<file path="config.mk">
export PLATFORM = sky130hd
export DESIGN_NAME = raster_scan_ctrl
export DESIGN_NICKNAME = d
export VERILOG_FILES = /design/src/rtl/raster_scan_ctrl.sv
export SDC_FILE = /design/constraint.sdc
export NUM_CORES = 1
export LEC_CHECK = 0
export CAP_MARGIN = 5
export CORE_MARGIN = 2
export CORE_UTILIZATION = 53
export DETAILED_ROUTE_END_ITERATION = 7
export GPL_ROUTABILITY_DRIVEN = 0
export PLACE_DENSITY = 0.87
export SLEW_MARGIN = 40
export SYNTH_ARGS = -nofsm -noshare
export SYNTH_HDL_FRONTEND = slang
export SYNTH_SLANG_ARGS = --single-unit
</file>
<file path="constraint.sdc">
create_clock -name clk -period 4.55 [get_ports clk]
set_input_delay 0.455 -clock clk [delete_from_list [all_inputs] [get_ports clk]]
set_output_delay 0.455 -clock clk [all_outputs]
set_load 0.1 [all_outputs]
</file>
<file path="src/rtl/raster_scan_ctrl.sv">
// ============================================================================
// Module      : raster_scan_ctrl
// Description : Latches one triangle, walks its screen-clamped bounding box in
//               row-major order and streams covered pixels on valid/ready.
// Revision    : 1.0 - initial release
// ============================================================================
`default_nettype none

module raster_scan_ctrl #(
    parameter int H_RES = 640,
    parameter int V_RES = 480
) (
    input  logic        clk,
    input  logic        rst,
    input  logic        start,
    input  logic        abort,
    input  logic [9:0]  in_v0_x,
    input  logic [9:0]  in_v1_x,
    input  logic [9:0]  in_v2_x,
    input  logic [8:0]  in_v0_y,
    input  logic [8:0]  in_v1_y,
    input  logic [8:0]  in_v2_y,
    output logic [9:0]  v0_x,
    output logic [9:0]  v1_x,
    output logic [9:0]  v2_x,
    output logic [8:0]  v0_y,
    output logic [8:0]  v1_y,
    output logic [8:0]  v2_y,
    output logic [9:0]  pixel_col,
    output logic [8:0]  pixel_row,
    input  logic        rasterize,
    output logic        out_valid,
    input  logic        out_ready,
    output logic [9:0]  out_col,
    output logic [8:0]  out_row,
    output logic        busy,
    output logic        done,
    output logic [18:0] hit_count
);

    localparam logic [1:0] S_IDLE = 2'd0;
    localparam logic [1:0] S_BBOX = 2'd1;
    localparam logic [1:0] S_SCAN = 2'd2;
    localparam logic [1:0] S_DONE = 2'd3;

    localparam logic [9:0] c_COL_LIM = 10'(H_RES - 1);
    localparam logic [8:0] c_ROW_LIM = 9'(V_RES - 1);

    function automatic logic [9:0] min10(input logic [9:0] a, input logic [9:0] b);
        return (a < b) ? a : b;
    endfunction

    function automatic logic [9:0] max10(input logic [9:0] a, input logic [9:0] b);
        return (a > b) ? a : b;
    endfunction

    function automatic logic [8:0] min9(input logic [8:0] a, input logic [8:0] b);
        return (a < b) ? a : b;
    endfunction

    function automatic logic [8:0] max9(input logic [8:0] a, input logic [8:0] b);
        return (a > b) ? a : b;
    endfunction

    logic [1:0]  r_state, w_state_nxt;
    logic [9:0]  r_v0_x, r_v1_x, r_v2_x;
    logic [8:0]  r_v0_y, r_v1_y, r_v2_y;
    logic [9:0]  r_col, r_xmin, r_xmax;
    logic [8:0]  r_row, r_ymax;
    logic        r_out_valid, r_busy, r_done;
    logic [9:0]  r_out_col;
    logic [8:0]  r_out_row;
    logic [18:0] r_hit_count;

    logic [9:0]  w_v0_x, w_v1_x, w_v2_x;
    logic [8:0]  w_v0_y, w_v1_y, w_v2_y;
    logic [9:0]  w_col, w_xmin_r, w_xmax_r;
    logic [8:0]  w_row, w_ymax_r;
    logic        w_out_valid, w_busy, w_done;
    logic [9:0]  w_out_col;
    logic [8:0]  w_out_row;
    logic [18:0] w_hit_count;

    logic [9:0]  w_bb_xmin, w_bb_xmax;
    logic [8:0]  w_bb_ymin, w_bb_ymax;
    logic        w_stall, w_last;

    // Clamping each extreme keeps the scan inside the screen even when the
    // whole triangle lies off to the right or bottom.
    assign w_bb_xmin = min10(min10(min10(r_v0_x, r_v1_x), r_v2_x), c_COL_LIM);
    assign w_bb_xmax = min10(max10(max10(r_v0_x, r_v1_x), r_v2_x), c_COL_LIM);
    assign w_bb_ymin = min9(min9(min9(r_v0_y, r_v1_y), r_v2_y), c_ROW_LIM);
    assign w_bb_ymax = min9(max9(max9(r_v0_y, r_v1_y), r_v2_y), c_ROW_LIM);

    assign w_stall = rasterize & r_out_valid & ~out_ready;
    assign w_last  = (r_col == r_xmax) && (r_row == r_ymax);

    always_ff @(posedge clk) begin : p_state_reg
        if (rst) begin
            r_state <= S_IDLE;
        end else begin
            r_state <= w_state_nxt;
        end
    end

    always_comb begin : p_next_state
        w_state_nxt = r_state;
        if (abort && (r_state != S_IDLE)) begin
            w_state_nxt = S_IDLE;
        end else begin
            case (r_state)
                S_IDLE: if (start) w_state_nxt = S_BBOX;
                S_BBOX: w_state_nxt = S_SCAN;
                S_SCAN: if (!w_stall && w_last) w_state_nxt = S_DONE;
                S_DONE: if (!r_out_valid) w_state_nxt = S_IDLE;
                default: w_state_nxt = S_IDLE;
            endcase
        end
    end

    always_comb begin : p_outputs
        w_v0_x      = r_v0_x;
        w_v1_x      = r_v1_x;
        w_v2_x      = r_v2_x;
        w_v0_y      = r_v0_y;
        w_v1_y      = r_v1_y;
        w_v2_y      = r_v2_y;
        w_col       = r_col;
        w_row       = r_row;
        w_xmin_r    = r_xmin;
        w_xmax_r    = r_xmax;
        w_ymax_r    = r_ymax;
        w_out_valid = r_out_valid;
        w_out_col   = r_out_col;
        w_out_row   = r_out_row;
        w_hit_count = r_hit_count;

        if (abort && (r_state != S_IDLE)) begin
            w_out_valid = 1'b0;
        end else begin
            case (r_state)
                S_IDLE: begin
                    if (start) begin
                        w_v0_x      = in_v0_x;
                        w_v1_x      = in_v1_x;
                        w_v2_x      = in_v2_x;
                        w_v0_y      = in_v0_y;
                        w_v1_y      = in_v1_y;
                        w_v2_y      = in_v2_y;
                        w_hit_count = '0;
                    end
                end
                S_BBOX: begin
                    w_xmin_r = w_bb_xmin;
                    w_xmax_r = w_bb_xmax;
                    w_ymax_r = w_bb_ymax;
                    w_col    = w_bb_xmin;
                    w_row    = w_bb_ymin;
                end
                S_SCAN: begin
                    // A stall freezes the pixel so the core re-evaluates it.
                    if (!w_stall) begin
                        if (rasterize) begin
                            w_out_col   = r_col;
                            w_out_row   = r_row;
                            w_out_valid = 1'b1;
                            w_hit_count = r_hit_count + 19'd1;
                        end else if (out_ready) begin
                            w_out_valid = 1'b0;
                        end
                        if (!w_last) begin
                            if (r_col == r_xmax) begin
                                w_col = r_xmin;
                                w_row = r_row + 9'd1;
                            end else begin
                                w_col = r_col + 10'd1;
                            end
                        end
                    end
                end
                S_DONE: begin
                    if (out_ready) w_out_valid = 1'b0;
                end
                default: begin
                    w_out_valid = 1'b0;
                end
            endcase
        end

        w_busy = (w_state_nxt != S_IDLE);
        w_done = (w_state_nxt == S_DONE) && !w_out_valid;
    end

    always_ff @(posedge clk) begin : p_data_reg
        if (rst) begin
            r_v0_x      <= '0;
            r_v1_x      <= '0;
            r_v2_x      <= '0;
            r_v0_y      <= '0;
            r_v1_y      <= '0;
            r_v2_y      <= '0;
            r_col       <= '0;
            r_row       <= '0;
            r_xmin      <= '0;
            r_xmax      <= '0;
            r_ymax      <= '0;
            r_out_valid <= 1'b0;
            r_out_col   <= '0;
            r_out_row   <= '0;
            r_hit_count <= '0;
            r_busy      <= 1'b0;
            r_done      <= 1'b0;
        end else begin
            r_v0_x      <= w_v0_x;
            r_v1_x      <= w_v1_x;
            r_v2_x      <= w_v2_x;
            r_v0_y      <= w_v0_y;
            r_v1_y      <= w_v1_y;
            r_v2_y      <= w_v2_y;
            r_col       <= w_col;
            r_row       <= w_row;
            r_xmin      <= w_xmin_r;
            r_xmax      <= w_xmax_r;
            r_ymax      <= w_ymax_r;
            r_out_valid <= w_out_valid;
            r_out_col   <= w_out_col;
            r_out_row   <= w_out_row;
            r_hit_count <= w_hit_count;
            r_busy      <= w_busy;
            r_done      <= w_done;
        end
    end

    assign v0_x      = r_v0_x;
    assign v1_x      = r_v1_x;
    assign v2_x      = r_v2_x;
    assign v0_y      = r_v0_y;
    assign v1_y      = r_v1_y;
    assign v2_y      = r_v2_y;
    assign pixel_col = r_col;
    assign pixel_row = r_row;
    assign out_valid = r_out_valid;
    assign out_col   = r_out_col;
    assign out_row   = r_out_row;
    assign busy      = r_busy;
    assign done      = r_done;
    assign hit_count = r_hit_count;

endmodule

`default_nettype wire

</file>
Word-level counts from Yosys, hierarchy flattened

Index checks and enable logic that the tools add are counted.

Register bits: 148
Input port bits: 63
Logic and storage cells: 100

Add/subtract/negate cells: 3
Order comparisons: 12
Equality and inequality tests: 11
Muxes and demuxes: 34
Bitwise gates (word level): 5
Reductions and logical operators: 17

Operators by type and width:

| kind                    | number |
|---|---|
| $mux W10                | 9 |
| $mux W9                 | 9 |
| $mux W19                | 3 |
| $pmux W19 S2            | 1 |
| $gt A10 B10 Y1          | 2 |
| $lt A10 B10 Y1          | 2 |
| $lt A10 B10 Y1 const B  | 2 |
| $pmux W10 S2            | 1 |
| $add A19 B1 Y19 const B | 1 |
| $gt A9 B9 Y1            | 2 |
| $lt A9 B9 Y1            | 2 |
| $lt A9 B9 Y1 const B    | 2 |
| $pmux W9 S2             | 1 |
| $add A10 B1 Y10 const B | 1 |
| $eq A10 B10 Y1          | 1 |
| $ne A2 B2 Y1 const B    | 5 |
| $reduce_and A5 Y1       | 2 |
| $add A9 B1 Y9 const B   | 1 |
| $eq A9 B9 Y1            | 1 |
| $mux W2                 | 4 |
| $pmux W2 S4             | 1 |
| $reduce_and A4 Y1       | 2 |
| $reduce_bool A2 Y1      | 4 |
| $eq A2 B2 Y1 const B    | 3 |
| other kinds (10)        | 20 |

Depth between registers and ports, before layout

Depth after elaboration: 9
Gate-level depth with buffers: 21
Mapped depth without buffers: 17

Worst setup path after synthesis

No wires, ideal clock.

Path type: register to register
Start: reg r_v1_x[7] (netlist: v1_x[7])
End: reg r_xmin[7]
Data arrival time: 4,865 ps
Required time: 4,480 ps
Setup slack: -385 ps
Cell stages (with the launch flop): 18
Buffers on the path: 2
Clock period less this slack: 4,935 ps
Cell sequence: dfxtp_1 inv_1 ha_1 a211o_1 o211ai_1 o2111a_2 buf_2 clkbuf_1 nand2_1 o21ai_0 ha_1 a211oi_1 o21ai_0 a221oi_2 nand2_4 mux2_4 or3_1 a21oi_1

Word-level cells in the longest chain between the ends: 6

Ends and longest elaborated chain:

| item                   | RTL line | source |
|---|---|---|
| start, declared        | 66       | `logic [9:0] r_v0_x, r_v1_x, r_v2_x;` |
| start signal, assigned | 215      | `r_v1_x <= w_v1_x;` |
| $lt A10 B10 Y1         | 50       | `return (a < b) ? a : b;` |
| $mux W10 (*)           | 50       |  |
| $lt A10 B10 Y1         | 50       |  |
| $mux W10 (*)           | 50       |  |
| $lt A10 B10 Y1         | 50       |  |
| $mux W10 (*)           | 50       |  |
| end signal, assigned   | 222      | `r_xmin <= w_xmin_r;` |
| end, declared          | 68       | `logic [9:0] r_col, r_xmin, r_xmax;` |

Mark *: on every way between the ends. The rest lies on a longest branch, timed or not.
A chain may end at the register's enable or synchronous reset.

Worst setup path in the final report

Start: reg r_v1_x[5] (netlist: v1_x[5])
End: reg r_col[0] (netlist: pixel_col[0])

Word-level cells in the longest chain between the ends: 7

Ends and longest elaborated chain:

| item                 | RTL line | source |
|---|---|---|
| $lt A10 B10 Y1       | 50       |  |
| $mux W10 (*)         | 50       |  |
| $lt A10 B10 Y1       | 50       |  |
| $mux W10 (*)         | 50       |  |
| $lt A10 B10 Y1       | 50       |  |
| $mux W10 (*)         | 50       |  |
| $pmux W10 S2 (*)     | 141      | `case (r_state)` |
| end signal, assigned | 220      | `r_col <= w_col;` |
| end, declared        | 68       |  |

Marked as above.

==> flow_summary.ini <==
[grt]
use_met3 = 0.0608
top_usage_layer = met2
globalRouteOverflowTotal = 0
grt_max_degree = 86
grt_use_total = 0.281
antenna_found_initial = 0
grt_util_met1 = 0.378
grt_util_met2 = 0.450
grt_pass1_wl_um = 41600
grt_pass1_vias = 8410

[critical_path]
crit_fanout = 5
arrival_ps = 4750
cp.required_ps = 4880
cp-end-kind = flop
slowest_delay_ps = 570
path_cells = inv_1, ha_1, nand4_1, a211o_1, o2111ai_1, mux2_2, ha_1, nand4_1, or4_4, a2111o_1, a31o_1, a31oi_4, o211ai_2, a311oi_1
critPathSlowestCell = or4_4
crit_type = flop to flop
start_kind = flop

[timing]
setup_viol = 0
worst_pin_slew_ps = 751
final-hold-violation-count = 0
clock_skew_ps = 7.20
fin_crit_sh = 0.971
max_slew_margin = 0.497
layout_setup_ws_ps = 132
fmax_mhz = 226
whs_ps = 449
final.setup.tns_ps = 0
period_needed_ps = 4420
final_max_slew_viol_count = 0

[cells_and_area]
antenna_cells = 0
areaGrowthSynthToFinish_pct = 23.0
layout-drive-gt1-share = 0.186
fin_nets = 1438
fillers = 1360

[synthesis]
yosysSeqAreaShare = 0.328
synth.top_cell.area_share = 0.328
synth_nets = 1281
async_flop_share = 0
syn_inst = 1160
ys_seq_elements = 148
ys.flop_type = dfxtp_1
ys_warn_count = 0
avgSynthCellArea_um2 = 7.78
yosys.area.top_type = dfxtp_1
synth_area_leaders = dfxtp_1 (33%), ha_1 (8.0%), nand2_1 (8.0%)
synth_cell_types = 80
synthesis.area_mm2 = 0.00902
synth_edf_count = 0

[route]
drc = 0
dr.pass1.iters = 6
via_count = 9220
wl_per_cell_um = 16.6
wirelength_um = 25800
vias_per_cell = 5.95
drt_iter0_markers = 817
ant_nets = 0

[floorplanning]
coreArea_mm2 = 0.0166
start_util = 0.542
io_pins = 180
dieArea_mm2 = 0.0181
die_h_um = 134
core.rowCount = 47
die_w_um = 134

[clock_network]
cts_buffer_depth = 2
cts_sinks = 148
root_buffer = clkbuf_16
cts_tree = yes
numCtsBuffers = 17
htree_levels = 4
path_clk_slew_ps = 60
clock_latency_ps = 430

[outcome]
status = complete, no violations

[placement]
hpwlAfterDp_um = 18500
post-place-ws_ps = 295
port_buffers = 179

[power_and_ir_drop]
vdd_drop_max_mv = 0.321
p_per_area_mw_per_mm2 = 417
leakagePower_nw = 4.81

[run]
drv_cap = 0

[worst_hold_path]
hp-class = primary input to flop
synth_stat cells (5+ instances only):
| library cell | n |
|---|---|
| nor2_1 | 100 |
| o21ai_0 | 68 |
| nor3_1 | 17 |
| or3_1 | 6 |
| nor2b_1 | 7 |
| clkbuf_1 | 50 |
| o211ai_1 | 8 |
| o31ai_1 | 5 |
| xor2_1 | 32 |
| buf_2 | 7 |
| nand4_1 | 25 |
| a311oi_1 | 12 |
| ha_1 | 58 |
| a211oi_1 | 19 |
| a21o_1 | 6 |
| nor4_1 | 11 |
| mux2i_1 | 33 |
| mux2_2 | 19 |
| o21a_1 | 8 |
| a21oi_1 | 119 |
| nand3_1 | 41 |
| nand2_1 | 193 |
| dfxtp_1 | 148 |
| xnor2_1 | 8 |
| inv_1 | 49 |
| and2_1 | 6 |
| and3_1 | 8 |
| nand2b_1 | 12 |
layout make-up:
cell class                 instances  area [µm²]  share of cell area
timing repair buffer             206        1410               0.127
tap                              220         275              0.0248
multi-input combinational        895        5600               0.504
sequential                       148        3000               0.270
inverter                          49         184              0.0166
clock inverter                    12         178              0.0160
clock buffer                      20         457              0.0411
placed cells by master (no fill, tap or decap), types with 26 or more instances in the layout:
cell,count
nor2_1,98
buf_4,26
o21ai_0,66
ha_1,58
mux2i_1,33
dfxtp_1,123
nand2_1,192
a21oi_1,119
nand3_1,41
xor2_1,32
inv_1,49
buf_2,117
clkdlybuf4s50_1,61
stage by stage:
| step | util | total power, mW | instances | area (µm²) |
|---|---|---|---|---|
| final | 0.667 | 4.63 | 1550 | 11100 |
| after global routing | 0.667 | 4.83 | 1550 | 11100 |
| after CTS | 0.664 | 4.59 | 1547 | 11100 |
| after detailed placement | 0.626 | 3.08 | 1515 | 10400 |
| after global placement | 0.661 | 3.08 | 1515 | 11000 |
| after floorplan | - | 2.69 | 1160 | 9060 |
worst max-delay path: cells and delay by family (launching register included):
family          cells  cell delay, ps
compound gates      7            1970
fa+ha+maj           2             650
buf+inv             1              80
flops               1             340
mux                 1             430
simple gates        3             850
routing by layer:
| layer | part of all wire | routed length, µm |
|---|---|---|
| met1 | 0.44 | 11400 |
| met2 | 0.45 | 11600 |
| met3 | 0.083 | 2140 |
| met4 | 0.023 | 590 |
| met5 | 0 | 0 |
worst paths after layout:
kind | from | end | slack [ps] | cells after the start
worst max register to register | v1_x[5]$_SDFFE_PP0P_ | pixel_col[0]$_SDFFE_PP0P_ | 130 | 14
worst min-delay path | rst | out_col[8]$_SDFFE_PP0P_ | 450 | 2
worst min register to register | r_xmin[8]$_SDFFE_PP0P_ | r_xmin[8]$_SDFFE_PP0P_ | 460 | 2
worst max-delay path | v1_x[5]$_SDFFE_PP0P_ | pixel_col[0]$_SDFFE_PP0P_ | 130 | 14
state kept, by name (all words and copies together), names as in the netlist, 10 cells and up:
| register | cells |
|---|---|
| v1_x | 10 |
| out_col | 10 |
| v2_x | 10 |
| r_xmax | 10 |
| r_xmin | 10 |
| hit_count | 19 |
| v0_x | 10 |
| pixel_col | 10 |
where the power goes:
group / switching (mW) / leakage (nW) / internal, mW / total (mW)
Sequential: 0.102 / 1.22 / 1.36 / 1.46
Combinational: 1.11 / 3.28 / 0.550 / 1.66
Clock: 0.561 / 0.310 / 0.948 / 1.51
kinds of logic after synthesis:
kind of cell / Yosys count / synth area share
AOI/OAI and AO/OA: 294 / 0.206
DFF: 148 / 0.328
and+or+nand+nor: 448 / 0.226
xor gates and xnor gates: 40 / 0.0388
buffers and inverters: 118 / 0.0573
adders and majority gates: 58 / 0.0804
muxes: 54 / 0.0635
what timing repair did:
action,4_1_cts,5_1_grt
setup endpoints to repair,0,14
hold buffers,0,0
gates resized for setup,0,6
buffers inserted,0,2
Note: power is estimated with default switching activity, not from simulation.
==> RTL change 1 (same settings) <==
Register the output `hit_count` once more, cleared by the reset; this adds one clock of latency there. The other outputs are not delayed to match.
--- a/src/rtl/raster_scan_ctrl.sv
+++ b/src/rtl/raster_scan_ctrl.sv
@@ -245,5 +245,11 @@
     assign busy      = r_busy;
     assign done      = r_done;
-    assign hit_count = r_hit_count;
+    always_ff @(posedge clk) begin
+        if (rst) begin
+            hit_count <= '0;
+        end else begin
+            hit_count <= r_hit_count;
+        end
+    end
 
 endmodule
Formal check against the unedited RTL: not equivalent (a bounded check fails within 4 cycles, from zero or initial values and one cycle with rst high).
==> RTL change 1 against the unedited design <==
- routed wire length is 0.93% higher
- cell area is 0.43% higher
- total power up 10%
- count of clock-buffer cells in the layout decreased by 3
- sequential cell count is 19 higher
- critical path depth up 3
- area after synthesis rose by 1.0%
- worst setup slack better by 0.052 ns
==> RTL change 1: results (changes against the unedited design) <==
The flow ran to the end, and the final reports show no timing, DRC or antenna violations. By area the synthesized netlist is led by dfxtp_1 (37%), nand2_1 (10%), ha_1 (8.0%). The logs give 1279 (-0.16%) for the net count after synthesis and 84 (-2.3%) for the maximum number of pins on one net before global-route repair. The register fraction of the total cell area works out to 0.305 (+0.0352). For the count of TritonRoute iterations in the first routing pass, the log shows 7 (+1).

The share of final layout cell area taken by clock buffers and inverters is 0.0517 (-0.00541), and the number of multi-input combinational cells is 873 (-2.5%). For the post-route met1 wirelength, the log shows 11000 µm (-3.9%). The multiplexer share of the synthesized area was 0.0657 (+0.00224); the worst setup skew after layout was 0.00739 ns (+0.000193 ns). In the synthesized netlist, the cells that appear most often are nand2_1 (243), dfxtp_1 (167), a21oi_1 (137), o21ai_0 (72), nor2_1 (60). The average wire per standard cell works out to 16.9 µm (+1.4%).

The total length of routed wires was 26000 µm (+0.93%). The post-route fraction of the period consumed by the critical path was 0.960 (-0.0114); the net total in the final layout was 1431 (-0.49%). The fill cell instance count of the final layout was 1378 (+1.3%); the overall via count from detail_route was 8952 (-2.9%).

The signal arrival time at the worst endpoint was 4.73 ns (-0.02 ns); the critical-path maximum fanout was 22 (+17). The sequential cell area fraction in the yosys report is 0.367 (+0.0384). The synthesized-area fraction occupied by ao, oa, aoi and oai cells is 0.191 (-0.0147), and the total track usage is 0.282 (+0.00124). The xor and xnor fraction of the mapped netlist area is 0.0394 (+0.000566), and the amount of wire on met2 after detailed routing is 12000 µm (+3.4%). The slew of the pin with the lowest slew margin was 0.828 ns (+0.0762 ns); the number of ordinary and repair buffers in the finished layout was 199 (-3.4%).

The met1 track demand over resource is 0.365 (-0.0133), and the pre-CTS setup slack is 0.124 ns (-0.170 ns). Share of final-layout standard cells stronger than drive strength 1: 0.175 (-0.0119). The adder-cell area share of the yosys netlist works out to 0.0796 (-0.000817).
==> RTL change 1: path summary, 6_finish.rpt <==
check / cells past startpoint / endpoint / from
worst max-delay path: 17 / pixel_col[8]$_SDFFE_PP0P_ / v1_x[5]$_SDFFE_PP0P_
worst max register to register: 17 / pixel_col[8]$_SDFFE_PP0P_ / v1_x[5]$_SDFFE_PP0P_
worst min register to register: 2 / out_col[9]$_SDFFE_PP0P_ / out_col[9]$_SDFFE_PP0P_
worst min-delay path: 2 / out_col[9]$_SDFFE_PP0P_ / out_col[9]$_SDFFE_PP0P_
==> RTL change 1: power by group <==
group	internal (µW)	total [µW]	switching [µW]
registers	1540	1670	125
clock network	735	1410	676
logic	683	2030	1350
total	2960	5110	2150
==> RTL change 1: critical path, delay by kind of cell, from the launching register on <==
family | cells | cell delay [ns]
muxes | 2 | 0.62
DFF | 1 | 0.36
adders and majority gates | 2 | 0.62
and+or+nand+nor | 3 | 0.59
buffers and inverters | 2 | 0.28
AOI/OAI and AO/OA | 8 | 1.81
==> RTL change 2 (config.mk and constraints unchanged) <==
Without the edit above. Change the parameter `H_RES` from 640 to 320.
--- a/src/rtl/raster_scan_ctrl.sv
+++ b/src/rtl/raster_scan_ctrl.sv
@@ -8,5 +8,5 @@
 
 module raster_scan_ctrl #(
-    parameter int H_RES = 640,
+    parameter int H_RES = 320,
     parameter int V_RES = 480
 ) (
Behaviour: not the same (Yosys sat finds a counterexample within 4 cycles, from zero or initial values and one cycle with rst high).
==> RTL change 2 against the unedited design <==
- routed wire length grew 0.55%
- critical path depth grew 4
- maximum frequency shrank 1.6%
- global-route usage grew 1.1 points
- core utilization grew 1.0 points
- cell area shrank 3.1%
- worst setup slack lost 0.070 ns
- die area shrank 4.3%
- cell count shrank 2.1%
- total power shrank 0.24%
- sequential cell count is the same
- count of clock-buffer cells in the layout shrank 3
- area after synthesis shrank 4.4%
- largest cell class unchanged
==> RTL change 2: results (changes against the unedited design) <==
By count the netlist is led by nand2_1 (233), dfxtp_1 (148), a21oi_1 (127), nor2_1 (72), o21ai_0 (71). The sequential cell area fraction in the yosys report came out at 0.343 (+0.0151). By area the synthesized netlist is led by dfxtp_1 (34%), nand2_1 (10%), ha_1 (8.4%). The tools report the global routing usage on met3 as 0.0768 (+0.0160). The maximum number of pins on one net before global-route repair is 66 (-23%). The count of routing violations after the opening detailed-route iteration is 796 (-2.6%).

In this run the worst setup path terminates at r_xmax[4]$_SDFFE_PP0P_. The signal arrival time at the worst endpoint is 4.85 ns (+0.10 ns). The average wire per standard cell is 17.1 µm (+2.7%), and the share of total power consumed by net switching is 0.404 (+0.0216). The amount of wire on met2 after detailed routing came out at 12200 µm (+4.6%).

For the global routing usage on met2, the log shows 0.485 (+0.0350). The delay of the slowest cell on the worst path works out to 0.45 ns (-0.12 ns). The number of standard cells after synthesis is 1131 (-2.5%). The worst setup path is launched from a flip-flop. For the count of distinct cell types in the synthesized netlist, the log shows 59 (-26%). The tools report the worst setup skew after layout as 0.00891 ns (+0.00171 ns). The total track usage is 0.292 (+0.0108), and the post-route met1 wirelength is 10700 µm (-6.4%).

The count of TritonRoute iterations in the first routing pass is 5 (-1), and the net total in the final layout is 1410 (-1.9%). The run finished with clean final reports. For the number of global-route vias before repair, the log shows 8339 (-0.84%). The critical-path maximum fanout works out to 17 (+12). Maximum vdd ir drop: 0.341 mV (+6.0%). The logs give 0.00458 µW (-4.9%) for the leakage power summed over all cells and 2 (unchanged) for the number of buffers on the longest clock path. The net count after synthesis is 1252 (-2.3%). Slowest cell on the critical path: a31oi_2. The met1 track demand over resource is 0.363 (-0.0147), and the setup slack on the worst flop-to-flop path is 0.06 ns (-0.07 ns). The number of cell instances on the worst register-to-register path came out at 18 (+4). The HPWL after detailed placement is 18600 µm (+0.24%), and the total length of routed wires is 25900 µm (+0.55%).

The per-cell via count in the routed design was 5.85 (-1.7%). The initial antenna violation count is 0 (unchanged), and the fill cell instance count of the final layout is 1334 (-1.9%). The tools report the pre-CTS setup slack as 0.186 ns (-0.109 ns).

The slew of the pin with the lowest slew margin is 0.874 ns (+0.123 ns). The logs give 0 (unchanged) for the number of warnings issued by yosys and 3040 µm² (+1.5%) for the register area. The total placed cells including tap cells is 1486 (-1.9%). The share of final-layout standard cells stronger than drive strength 1 works out to 0.188 (+0.00171).

The family with the most delay on the worst path was compound AO/OA/AOI/OAI gates.
==> RTL change 2: cell families (layout without fill, tap and decap cells) <==
| group | Yosys count | in the layout | share of synthesized area |
|---|---|---|---|
| fa+ha+maj | 58 | 58 | 0.0841 |
| flops | 148 | 148 | 0.343 |
| xor+xnor | 47 | 47 | 0.0477 |
| mux | 39 | 39 | 0.0479 |
| compound gates | 288 | 288 | 0.203 |
| buf+inv | 119 | 290 | 0.0535 |
| simple gates | 432 | 432 | 0.220 |
==> RTL change 2: final cells by class <==
cell class / count / area share
Clock buffer: 17 / 0.0396
Clock inverter: 15 / 0.0176
Inverter: 58 / 0.0202
Multi-Input combinational cell: 864 / 0.488
Sequential cell: 148 / 0.283
Tap cell: 216 / 0.0251
Timing Repair Buffer: 200 / 0.127
==> RTL change 2: worst min-delay path by stage <==
| stage | startpoint | end | slack (ns) | cells past startpoint |
|---|---|---|---|---|
| floorplan | r_xmin[6]$_SDFFE_PP0P_ | r_xmin[6]$_SDFFE_PP0P_ | 0.43 | 2 |
| global placement | out_row[3]$_SDFFE_PP0P_ | out_row[3]$_SDFFE_PP0P_ | 0.44 | 2 |
| detailed placement | out_row[8]$_SDFFE_PP0P_ | out_row[8]$_SDFFE_PP0P_ | 0.44 | 2 |
| CTS | rst | r_ymax[8]$_SDFFE_PP0P_ | 0.45 | 2 |
| global route | out_row[1]$_SDFFE_PP0P_ | out_row[1]$_SDFFE_PP0P_ | 0.47 | 2 |
| finish | rst | out_row[6]$_SDFFE_PP0P_ | 0.45 | 2 |
==> RTL change 2: power groups by stage <==
stage | clock network [µW] | logic (µW) | registers [µW]
after CTS | 1480 | 1630 | 1460
after floorplan | 0 | 910 | 1810
after global placement | 0 | 1620 | 1490
final | 1470 | 1680 | 1470
after detailed placement | 0 | 1610 | 1490
after global routing | 1540 | 1800 | 1480
